## src/rtl/register_scoreboard.sv

```systemverilog
// register_scoreboard
//   Producer-side hazard tracker for an 8-entry register file. A small
//   saturating counter per register counts writes that have been issued but
//   not yet retired at WB. Issue is held while a used source has a pending
//   write that same-cycle WB forwarding cannot supply, or while the
//   destination counter is full. A drain handshake lets flush/halt logic wait
//   until every counter has returned to zero.
//
// Ports
//   clk, reset                  rising-edge clock, synchronous active-high reset
//   issue_valid                 instruction presented at issue
//   issue_we / issue_dest       instruction writes issue_dest
//   issue_use_a / issue_src_a   instruction reads source A
//   issue_use_b / issue_src_b   instruction reads source B
//   issue_ready                 combinational; accept when issue_valid && issue_ready
//   WriteEnable_WB              WB retires a write this cycle
//   WriteRegAddr_WB             register retired by WB
//   drain_req                   level request: block issue until nothing pending
//   drained                     registered: drain complete, all counters zero
//   busy_mask                   registered: bit r set while register r has pending writes
//   stall_cycles                saturating count of cycles with issue_valid && !issue_ready
//   wb_underflow                sticky: WB retired a register whose counter was zero
module register_scoreboard #(
    parameter int NUM_REGS    = 8,
    parameter int ADDR_W      = 3,
    parameter int CNT_W       = 2,
    parameter int STALL_CNT_W = 8
) (
    input  logic                   clk,
    input  logic                   reset,
    input  logic                   issue_valid,
    input  logic                   issue_we,
    input  logic [ADDR_W-1:0]      issue_dest,
    input  logic                   issue_use_a,
    input  logic [ADDR_W-1:0]      issue_src_a,
    input  logic                   issue_use_b,
    input  logic [ADDR_W-1:0]      issue_src_b,
    output logic                   issue_ready,
    input  logic                   WriteEnable_WB,
    input  logic [ADDR_W-1:0]      WriteRegAddr_WB,
    input  logic                   drain_req,
    output logic                   drained,
    output logic [NUM_REGS-1:0]    busy_mask,
    output logic [STALL_CNT_W-1:0] stall_cycles,
    output logic                   wb_underflow
);

    typedef enum logic [1:0] {
        IDLE     = 2'd0,
        DRAINING = 2'd1,
        DRAINED  = 2'd2
    } stateType;

    localparam logic [CNT_W-1:0]       CNT_ZERO  = '0;
    localparam logic [CNT_W-1:0]       CNT_ONE   = CNT_W'(1);
    localparam logic [CNT_W-1:0]       CNT_MAX   = '1;
    localparam logic [STALL_CNT_W-1:0] STALL_MAX = '1;
    localparam logic [STALL_CNT_W-1:0] STALL_ONE = STALL_CNT_W'(1);

    stateType                          stateReg, stateNext;
    logic [NUM_REGS-1:0][CNT_W-1:0]    pendReg;
    logic [NUM_REGS-1:0][CNT_W-1:0]    pendNext;
    logic [NUM_REGS-1:0]               busyNext;
    logic [NUM_REGS-1:0]               busyMaskReg;
    logic                              drainedReg;
    logic [STALL_CNT_W-1:0]            stallReg;
    logic                              underflowReg;

    logic hazardA, hazardB, hazardDest;
    logic wbHitA, wbHitB;
    logic accepted;
    logic underflowHit;
    logic allZeroNext;

    // A count of one is safe only when WB retires that very write this
    // cycle, because the forwarding path delivers the WB data to EX.
    function automatic logic srcHazard(input logic used,
                                       input logic [CNT_W-1:0] cnt,
                                       input logic wbHit);
        return used && ((cnt > CNT_ONE) || ((cnt == CNT_ONE) && !wbHit));
    endfunction

    assign wbHitA     = WriteEnable_WB && (WriteRegAddr_WB == issue_src_a);
    assign wbHitB     = WriteEnable_WB && (WriteRegAddr_WB == issue_src_b);
    assign hazardA    = srcHazard(issue_use_a, pendReg[issue_src_a], wbHitA);
    assign hazardB    = srcHazard(issue_use_b, pendReg[issue_src_b], wbHitB);
    // No WB bypass on the destination: a full counter always blocks.
    assign hazardDest = issue_we && (pendReg[issue_dest] == CNT_MAX);

    assign issue_ready  = (stateReg == IDLE) && !hazardA && !hazardB && !hazardDest;
    assign accepted     = issue_valid && issue_ready;
    assign underflowHit = WriteEnable_WB && (pendReg[WriteRegAddr_WB] == CNT_ZERO);

    generate
        for (genvar gi = 0; gi < NUM_REGS; gi++) begin : genPend
            logic incHit, decHit;
            assign incHit = accepted && issue_we && (issue_dest == ADDR_W'(gi));
            assign decHit = WriteEnable_WB && (WriteRegAddr_WB == ADDR_W'(gi))
                            && (pendReg[gi] != CNT_ZERO);
            // Simultaneous issue and retire of the same register cancel out.
            assign pendNext[gi] = (incHit && !decHit) ? pendReg[gi] + CNT_ONE :
                                  (decHit && !incHit) ? pendReg[gi] - CNT_ONE :
                                                        pendReg[gi];
            assign busyNext[gi] = (pendNext[gi] != CNT_ZERO);
        end
    endgenerate

    assign allZeroNext = (busyNext == '0);

    always_comb begin
        stateNext = stateReg;
        case (stateReg)
            IDLE:     if (drain_req) stateNext = DRAINING;
            DRAINING: begin
                if (!drain_req)       stateNext = IDLE;
                else if (allZeroNext) stateNext = DRAINED;
            end
            DRAINED:  if (!drain_req) stateNext = IDLE;
            default:  stateNext = IDLE;
        endcase
    end

    always_ff @(posedge clk) begin
        if (reset) begin
            stateReg     <= IDLE;
            pendReg      <= '0;
            busyMaskReg  <= '0;
            drainedReg   <= 1'b0;
            stallReg     <= '0;
            underflowReg <= 1'b0;
        end else begin
            stateReg    <= stateNext;
            pendReg     <= pendNext;
            busyMaskReg <= busyNext;
            drainedReg  <= (stateNext == DRAINED);
            if (issue_valid && !issue_ready && (stallReg != STALL_MAX)) begin
                stallReg <= stallReg + STALL_ONE;
            end
            if (underflowHit) begin
                underflowReg <= 1'b1;
            end
        end
    end

    assign drained      = drainedReg;
    assign busy_mask    = busyMaskReg;
    assign stall_cycles = stallReg;
    assign wb_underflow = underflowReg;

endmodule

```

## config.mk

```make
export PLATFORM = sky130hd
export DESIGN_NAME = register_scoreboard
export DESIGN_NICKNAME = d
export VERILOG_FILES = /design/src/rtl/register_scoreboard.sv
export SDC_FILE = /design/constraint.sdc
export NUM_CORES = 1
export LEC_CHECK = 0
export ABC_AREA = 1
export BUFFER_PORTS_ARGS = -buffer_cell sky130_fd_sc_hd__buf_2
export CAP_MARGIN = 25
export CORE_MARGIN = 2
export CORE_UTILIZATION = 55
export CTS_CLUSTER_DIAMETER = 200
export DETAILED_ROUTE_END_ITERATION = 10
export PLACE_DENSITY = 0.77
export REMOVE_ABC_BUFFERS = 1
export SLEW_MARGIN = 20
export SYNTH_ARGS = -nofsm -noshare
export SYNTH_HDL_FRONTEND = slang
export SYNTH_SLANG_ARGS = --single-unit
```

## constraint.sdc

```tcl
create_clock -name clk -period 2.7 [get_ports clk]
set_clock_uncertainty 0.05 [all_clocks]
set_input_delay 0.135 -clock clk [delete_from_list [all_inputs] [get_ports clk]]
set_output_delay 0.135 -clock clk [all_outputs]
set_load 0.03 [all_outputs]
```

==> out/results.ini, run 1 <==
[synth]
synth-main-ff-cell=dfxtp_1
synth_top_area_share=0.265
avgSynthCellArea_sq_um=5.97
synthArstFlopShare=0
synth_largest_area_cell=dfxtp_1
syn-cell-area_sq_mm=0.00272
synth.distinct_cells=33
yosysWarningCount=0
ys_seq_elements=36
yosysSeqAreaShare=0.265
syn_inst=456
synthTopCellsByArea=dfxtp_1, nand2_1, inv_1, nand3_1, nor2_1
synth_edf_count=0

[clock_tree]
cts_buffers=5
cts_tree=done
htreeDepth=2
clock_sinks=36
cts-root-buf=clkbuf_8
clock_latency_ns=0.29
hold_buffers=0
clk_pin_slew_ns=0.07
cts.path.max_buffers=2

[detailed_routing]
wl_microns=7350
drc=0
firstDrtPassIters=5
wl_per_cell_microns=13.0
via_count=3019
ant_nets=0
routed_via_density=5.32
drtIter0Drc=315

[global_route]
overflow=0
grt_max_degree=24
grt_usage=0.286
grt_pass1_vias=2688
grt_pass1_wl_microns=12200
grt_antenna_before_repair=0

[die]
die_w_microns=74.3
dieHeight_microns=74.3
initial_core_util=0.572
pin_count=39
core_area_sq_mm=0.00475
die-area_sq_mm=0.00552
rows=25

[setup_path]
startpoint_type=flip-flop
worst_setup_path_end_kind=flip-flop
critPathMostFrequentCell=nand2_1
crit_chain=inv_1 -> nand2_1 -> nand3_1 -> nand2_1 -> nor2_1 -> nand2_1 -> nand3_2 -> nand3_2 -> nor2_4 -> buf_6 -> nand3_1 -> nand2_2 -> nand2_1 -> nand2_1 -> nand2_1 -> nor2_2 -> nand2_1 -> nor2_2 -> nand2_2 -> nand2_1 -> nor2_1
cp_max_fo=5
path_buf_inv=2
slowest_delay_ns=0.38
cp.required_ns=2.84
cp.arrival_ns=2.60
crit_family=simple AND/OR/NAND/NOR gates
path_class=reg2reg
slowest_stage=dfxtp_1

[pwr]
ir_drop_uv=357
p_leak_uw=0.00156
powerDensity_mw_per_mm2=624
report.power.total_uw=1920

[cells_and_area]
layout_common_cells=nand2_1, inv_1, nand3_1
n_antenna_cell=0
syn_to_final_growth_pct=13.4
fin_nets=528
drive_gt1_frac=0.164
n_fill_cell=480
final_common_cell=nand2_1

[placement]
hpwl_microns=5880
place.gp.congestion=1.01
port_buffers=38

[sta]
slew_viol_final=0
hold_slack_ns=0.0393
hold_viol_final=0
setup_viol=0
period_share=0.913
tightest_slew_ns=0.437
setup_tns_ns=0
rsz0062_at_grt=no
max_freq_ghz=0.406
relSlewSlack=0.705
period_minus_slack_ns=2.46

[status]
outcome=completed

[min_path]
hold_path.class=in2reg

[flow_run]
drv_cap=0

## metal layers
layer  vias to the layer above  wire [microns]  track usage
li1                       1531               -            -
met1                      1322            3310        0.396
met2                       152            3240        0.452
met3                        14             673       0.0501
met4                         0             129       0.0992
met5                         -               0            0
## tightest hold or removal path: cells and delay by family
kind,cells,cell delay [ns]
buf+inv,1,0.11
simple gates,2,0.10
## synthesized netlist by cell type (2+ instances only)
| cell type | instances |
|---|---|
| nand2_1 | 158 |
| clkbuf_1 | 2 |
| nor3_1 | 9 |
| nand2_2 | 5 |
| nand3_1 | 42 |
| buf_4 | 2 |
| ha_1 | 9 |
| nor2_1 | 42 |
| o21ai_0 | 13 |
| inv_2 | 5 |
| o21ai_1 | 3 |
| nand4_4 | 3 |
| nand3_2 | 4 |
| a21oi_1 | 29 |
| dfxtp_1 | 36 |
| nor2_2 | 2 |
| buf_2 | 3 |
| a31oi_1 | 2 |
| nand4_2 | 2 |
| inv_1 | 65 |
| nand4_1 | 5 |
| or2_2 | 4 |
## cell families after synthesis
family,count (synthesis),share of synthesized area
adders and majority gates,9,0.0414
xor gates and xnor gates,1,0.00828
buffers and inverters,78,0.118
and+or+nand+nor,281,0.468
DFF,36,0.265
AOI/OAI and AO/OA,51,0.0998
## state kept, by name (all words and copies together) (netlist names)
name,flops
stateReg,2
drained,1
busy_mask,8
wb_underflow,1
stall_cycles,8
pendReg,16
## what timing repair did
item | CTS | global route
gates resized for setup | 0 | 7
buffers inserted | 0 | 1
endpoints found under the setup margin | 0 | 3
## power by group
group | internal, uW | switching (uW)
logic | 286 | 560
clock network | 184 | 202
registers | 622 | 69.1
## final timing paths
| path | startpoint | to | slack (ns) | cells after the start |
|---|---|---|---|---|
| worst max register to register | pendReg[15] | stateReg[0] | 0.24 | 21 |
| worst min register to register | wb_underflow | wb_underflow | 0.43 | 2 |
| worst min-delay path | drain_req | stateReg[0] | 0.04 | 3 |
| worst max-delay path | pendReg[15] | stateReg[0] | 0.24 | 21 |
## stage by stage
| step | area [sq um] | cells | util | worst slack [ns] |
|---|---|---|---|---|
| final | 3080 | 567 | 0.649 | 0.236 |
| after global routing | 3080 | 567 | 0.649 | 0.0247 |
| after CTS | 3060 | 566 | 0.643 | 0.192 |
| after detailed placement | 2970 | 558 | 0.626 | 0.143 |
| after global placement | 2970 | 558 | 0.626 | 0.240 |
| after floorplan | 2660 | 448 | - | 0.346 |
## final cells by class
type                       count  area [sq um]  share of cell area
multi-input combinational    342          1690               0.547
sequential                    36           723               0.234
inverter                      70           263              0.0852
timing repair buffer          44           243              0.0787
tap                           67          83.8              0.0272
clock buffer                   7          76.3              0.0247
clock inverter                 1          8.76             0.00284
Power figures use the tool's default switching activity.
==> run 2, diff against run 1 <==
--- a/config.mk
+++ b/config.mk
@@ -6,9 +6,8 @@
 export NUM_CORES = 1
 export LEC_CHECK = 0
 export ABC_AREA = 1
-export BUFFER_PORTS_ARGS = -buffer_cell sky130_fd_sc_hd__buf_2
+export BUFFER_PORTS_ARGS = -buffer_cell sky130_fd_sc_hd__buf_4
 export CAP_MARGIN = 25
-export CORE_MARGIN = 2
 export CORE_UTILIZATION = 55
 export CTS_CLUSTER_DIAMETER = 200
 export DETAILED_ROUTE_END_ITERATION = 10
==> out/results.ini, run 2 (synthesis gave the netlist of run 1 again) <==
[setup_path]
slowest_stage=dfxtp_1  ; unchanged
cp.arrival_ns=2.65  ; was 2.60 ns
cp.required_ns=2.85  ; was 2.84 ns
worst_setup_path_end_kind=flip-flop  ; unchanged
cp_max_fo=6  ; was 5
r2r-start=pendReg[11]  ; was pendReg[15]
slowest_delay_ns=0.36  ; was 0.38 ns
r2r-end=stateReg[0]  ; unchanged
r2r.worst_path.cells=21  ; unchanged
reg2reg_slack_ns=0.19  ; was 0.24 ns
crit_chain=inv_1 -> nand2_1 -> nand3_1 -> nand2_1 -> nor2_1 -> nand2_1 -> nand3_2 -> nand3_2 -> nor2_4 -> buf_4 -> nand3_1 -> nand2_1 -> nand2_1 -> nand2_1 -> nand2_1 -> nor2_1 -> nand2_1 -> nor2_2 -> nand2_2 -> nand2_1 -> nor2_1  ; was inv_1 -> nand2_1 -> nand3_1 -> nand2_1 -> nor2_1 -> nand2_1 -> nand3_2 -> nand3_2 -> nor2_4 -> buf_6 -> nand3_1 -> nand2_2 -> nand2_1 -> nand2_1 -> nand2_1 -> nor2_2 -> nand2_1 -> nor2_2 -> nand2_2 -> nand2_1 -> nor2_1
critPathMostFrequentCell=nand2_1  ; unchanged
critPathLaunch=pendReg[11]  ; was pendReg[15]
startpoint_type=flip-flop  ; unchanged
path_class=reg2reg  ; unchanged

[placement]
port_buffers=38  ; unchanged
hpwl_microns=5720  ; was 5880 microns
place.gp.congestion=0.993  ; was 1.01
place_area_sq_mm=0.00307  ; was 0.00297 sq mm

[global_route]
grt-busiest-layer=met2  ; unchanged
use_met3=0.0653  ; was 0.0501
grt_max_degree=24  ; unchanged
grt_antenna_before_repair=0  ; unchanged
grt_pass1_vias=2648  ; was 2688
grt_pass1_wl_microns=12400  ; was 12200 microns
grt_usage=0.310  ; was 0.286
overflow=0  ; unchanged
grt_use_met2=0.468  ; was 0.452
met1_usage=0.424  ; was 0.396

[min_path]
hp-start=drain_req  ; unchanged
worstHoldEndpoint=stateReg[0]  ; unchanged
hold_path.class=in2reg  ; unchanged
hold_depth=3  ; unchanged

[clock_tree]
clock_latency_ns=0.30  ; was 0.29 ns
cts_buffers=5  ; unchanged
clk_pin_slew_ns=0.08  ; was 0.07 ns
htreeDepth=2  ; unchanged
clock_sinks=36  ; unchanged
cts-root-buf=clkbuf_8  ; unchanged
hold_buffers=0  ; unchanged
cts_tree=done  ; unchanged
cts.path.max_buffers=2  ; unchanged

[cells_and_area]
syn_to_final_growth_pct=17.2  ; was 13.4%
n_antenna_cell=0  ; unchanged
stdcell_area_sq_mm=0.00319  ; was 0.00308 sq mm
layout_common_cells=nand2_1, inv_1, buf_4  ; was nand2_1, inv_1, nand3_1
final_util=0.670  ; was 0.649
drive_gt1_frac=0.164  ; about the same
final_common_cell=nand2_1  ; unchanged
top_register=pendReg  ; unchanged
largest_register_ffs=16  ; unchanged
fin_nets=529  ; was 528

[pwr]
ir_drop_uv=515  ; was 357 uV
p_leak_uw=0.00159  ; was 0.00156 uW
powerDensity_mw_per_mm2=622  ; was 624 mW/mm^2
report.power.total_uw=1980  ; was 1920 uW

[detailed_routing]
drtIter0Drc=427  ; was 315
routed_via_density=5.31  ; was 5.32
via_count=3015  ; was 3019
wl_microns=7390  ; was 7350 microns
wl_per_cell_microns=13.0  ; about the same
ant_nets=0  ; unchanged
drc=0  ; unchanged
firstDrtPassIters=5  ; unchanged

[die]
core_area_sq_mm=0.00475  ; unchanged
die-area_sq_mm=0.00523  ; was 0.00552 sq mm
dieHeight_microns=72.3  ; was 74.3 microns
initial_core_util=0.572  ; unchanged
die_w_microns=72.3  ; was 74.3 microns
pin_count=39  ; unchanged
rows=25  ; unchanged

[sta]
period_share=0.928  ; was 0.913
max_freq_ghz=0.399  ; was 0.406 GHz
setup_tns_ns=0  ; unchanged
setup_viol=0  ; unchanged
tightest_slew_ns=0.450  ; was 0.437 ns
hold_viol_final=0  ; unchanged
relSlewSlack=0.697  ; was 0.705
rsz0062_at_grt=no  ; unchanged
slew_viol_final=0  ; unchanged
period_minus_slack_ns=2.51  ; was 2.46 ns

[status]
outcome=completed  ; unchanged

[flow_run]
drv_cap=0  ; unchanged

[run 2: cell count changes in the layout (fill, tap and decap cells not counted), moves of 2 or more]
cell      change
dfxtp_1       +2
buf_4        +40
buf_2        -38
dfxtp_2       -2
clkbuf_1      -2
[run 2: final cells by class]
type                       instances  area [sq um]
sequential                        36           721
fill                             458          1570
timing repair buffer              45           342
multi-input combinational        342          1680
clock inverter                     2          13.8
inverter                          70           263
tap                               67          83.8
clock buffer                       6          82.6
[run 2: routing by layer]
layer | vias to the layer above | share of wire
li1 | 1533 | -
met4 | 0 | 0.026
met1 | 1316 | 0.45
met3 | 17 | 0.093
met2 | 149 | 0.43
met5 | - | 0
[run 2: what timing repair did]
action                                  4_1_cts  5_1_grt
setup buffers                                 0        2
endpoints found under the setup margin        0        4
gates resized for setup                       0        4
endpoints found under the hold margin         0        0
[run 2: how the worst max path moves through the flow]
stage | end | slack (ns)
final | stateReg[0] | 0.19
after global routing | stateReg[0] | 0.007
after CTS | stateReg[1] | 0.15
after detailed placement | stateReg[1] | 0.11
after global placement | drained | 0.13
after floorplan | stateReg[0] | 0.35
[run 2: stage by stage]
stage | setup WS, ns | instances | hold slack, ns
after floorplan | 0.346 | 448 | 0.154
after global placement | 0.129 | 558 | 0.332
after detailed placement | 0.114 | 558 | 0.336
after CTS | 0.153 | 566 | 0.0245
after global routing | 0.00691 | 568 | 0.0455
final | 0.194 | 568 | 0.0357
[run 2: where the power goes]
group	internal (uW)	total (uW)	switching, uW
Clock	209	427	218
Sequential	621	684	63.6
Combinational	319	871	552
Total	1150	1980	833
[run 2: worst max-delay path: cells and delay by family (launching register included)]
kind                   cells  cell delay [ns]
AND/OR/NAND/NOR           19             1.71
flip-flops                 1             0.36
buffers and inverters      2             0.30
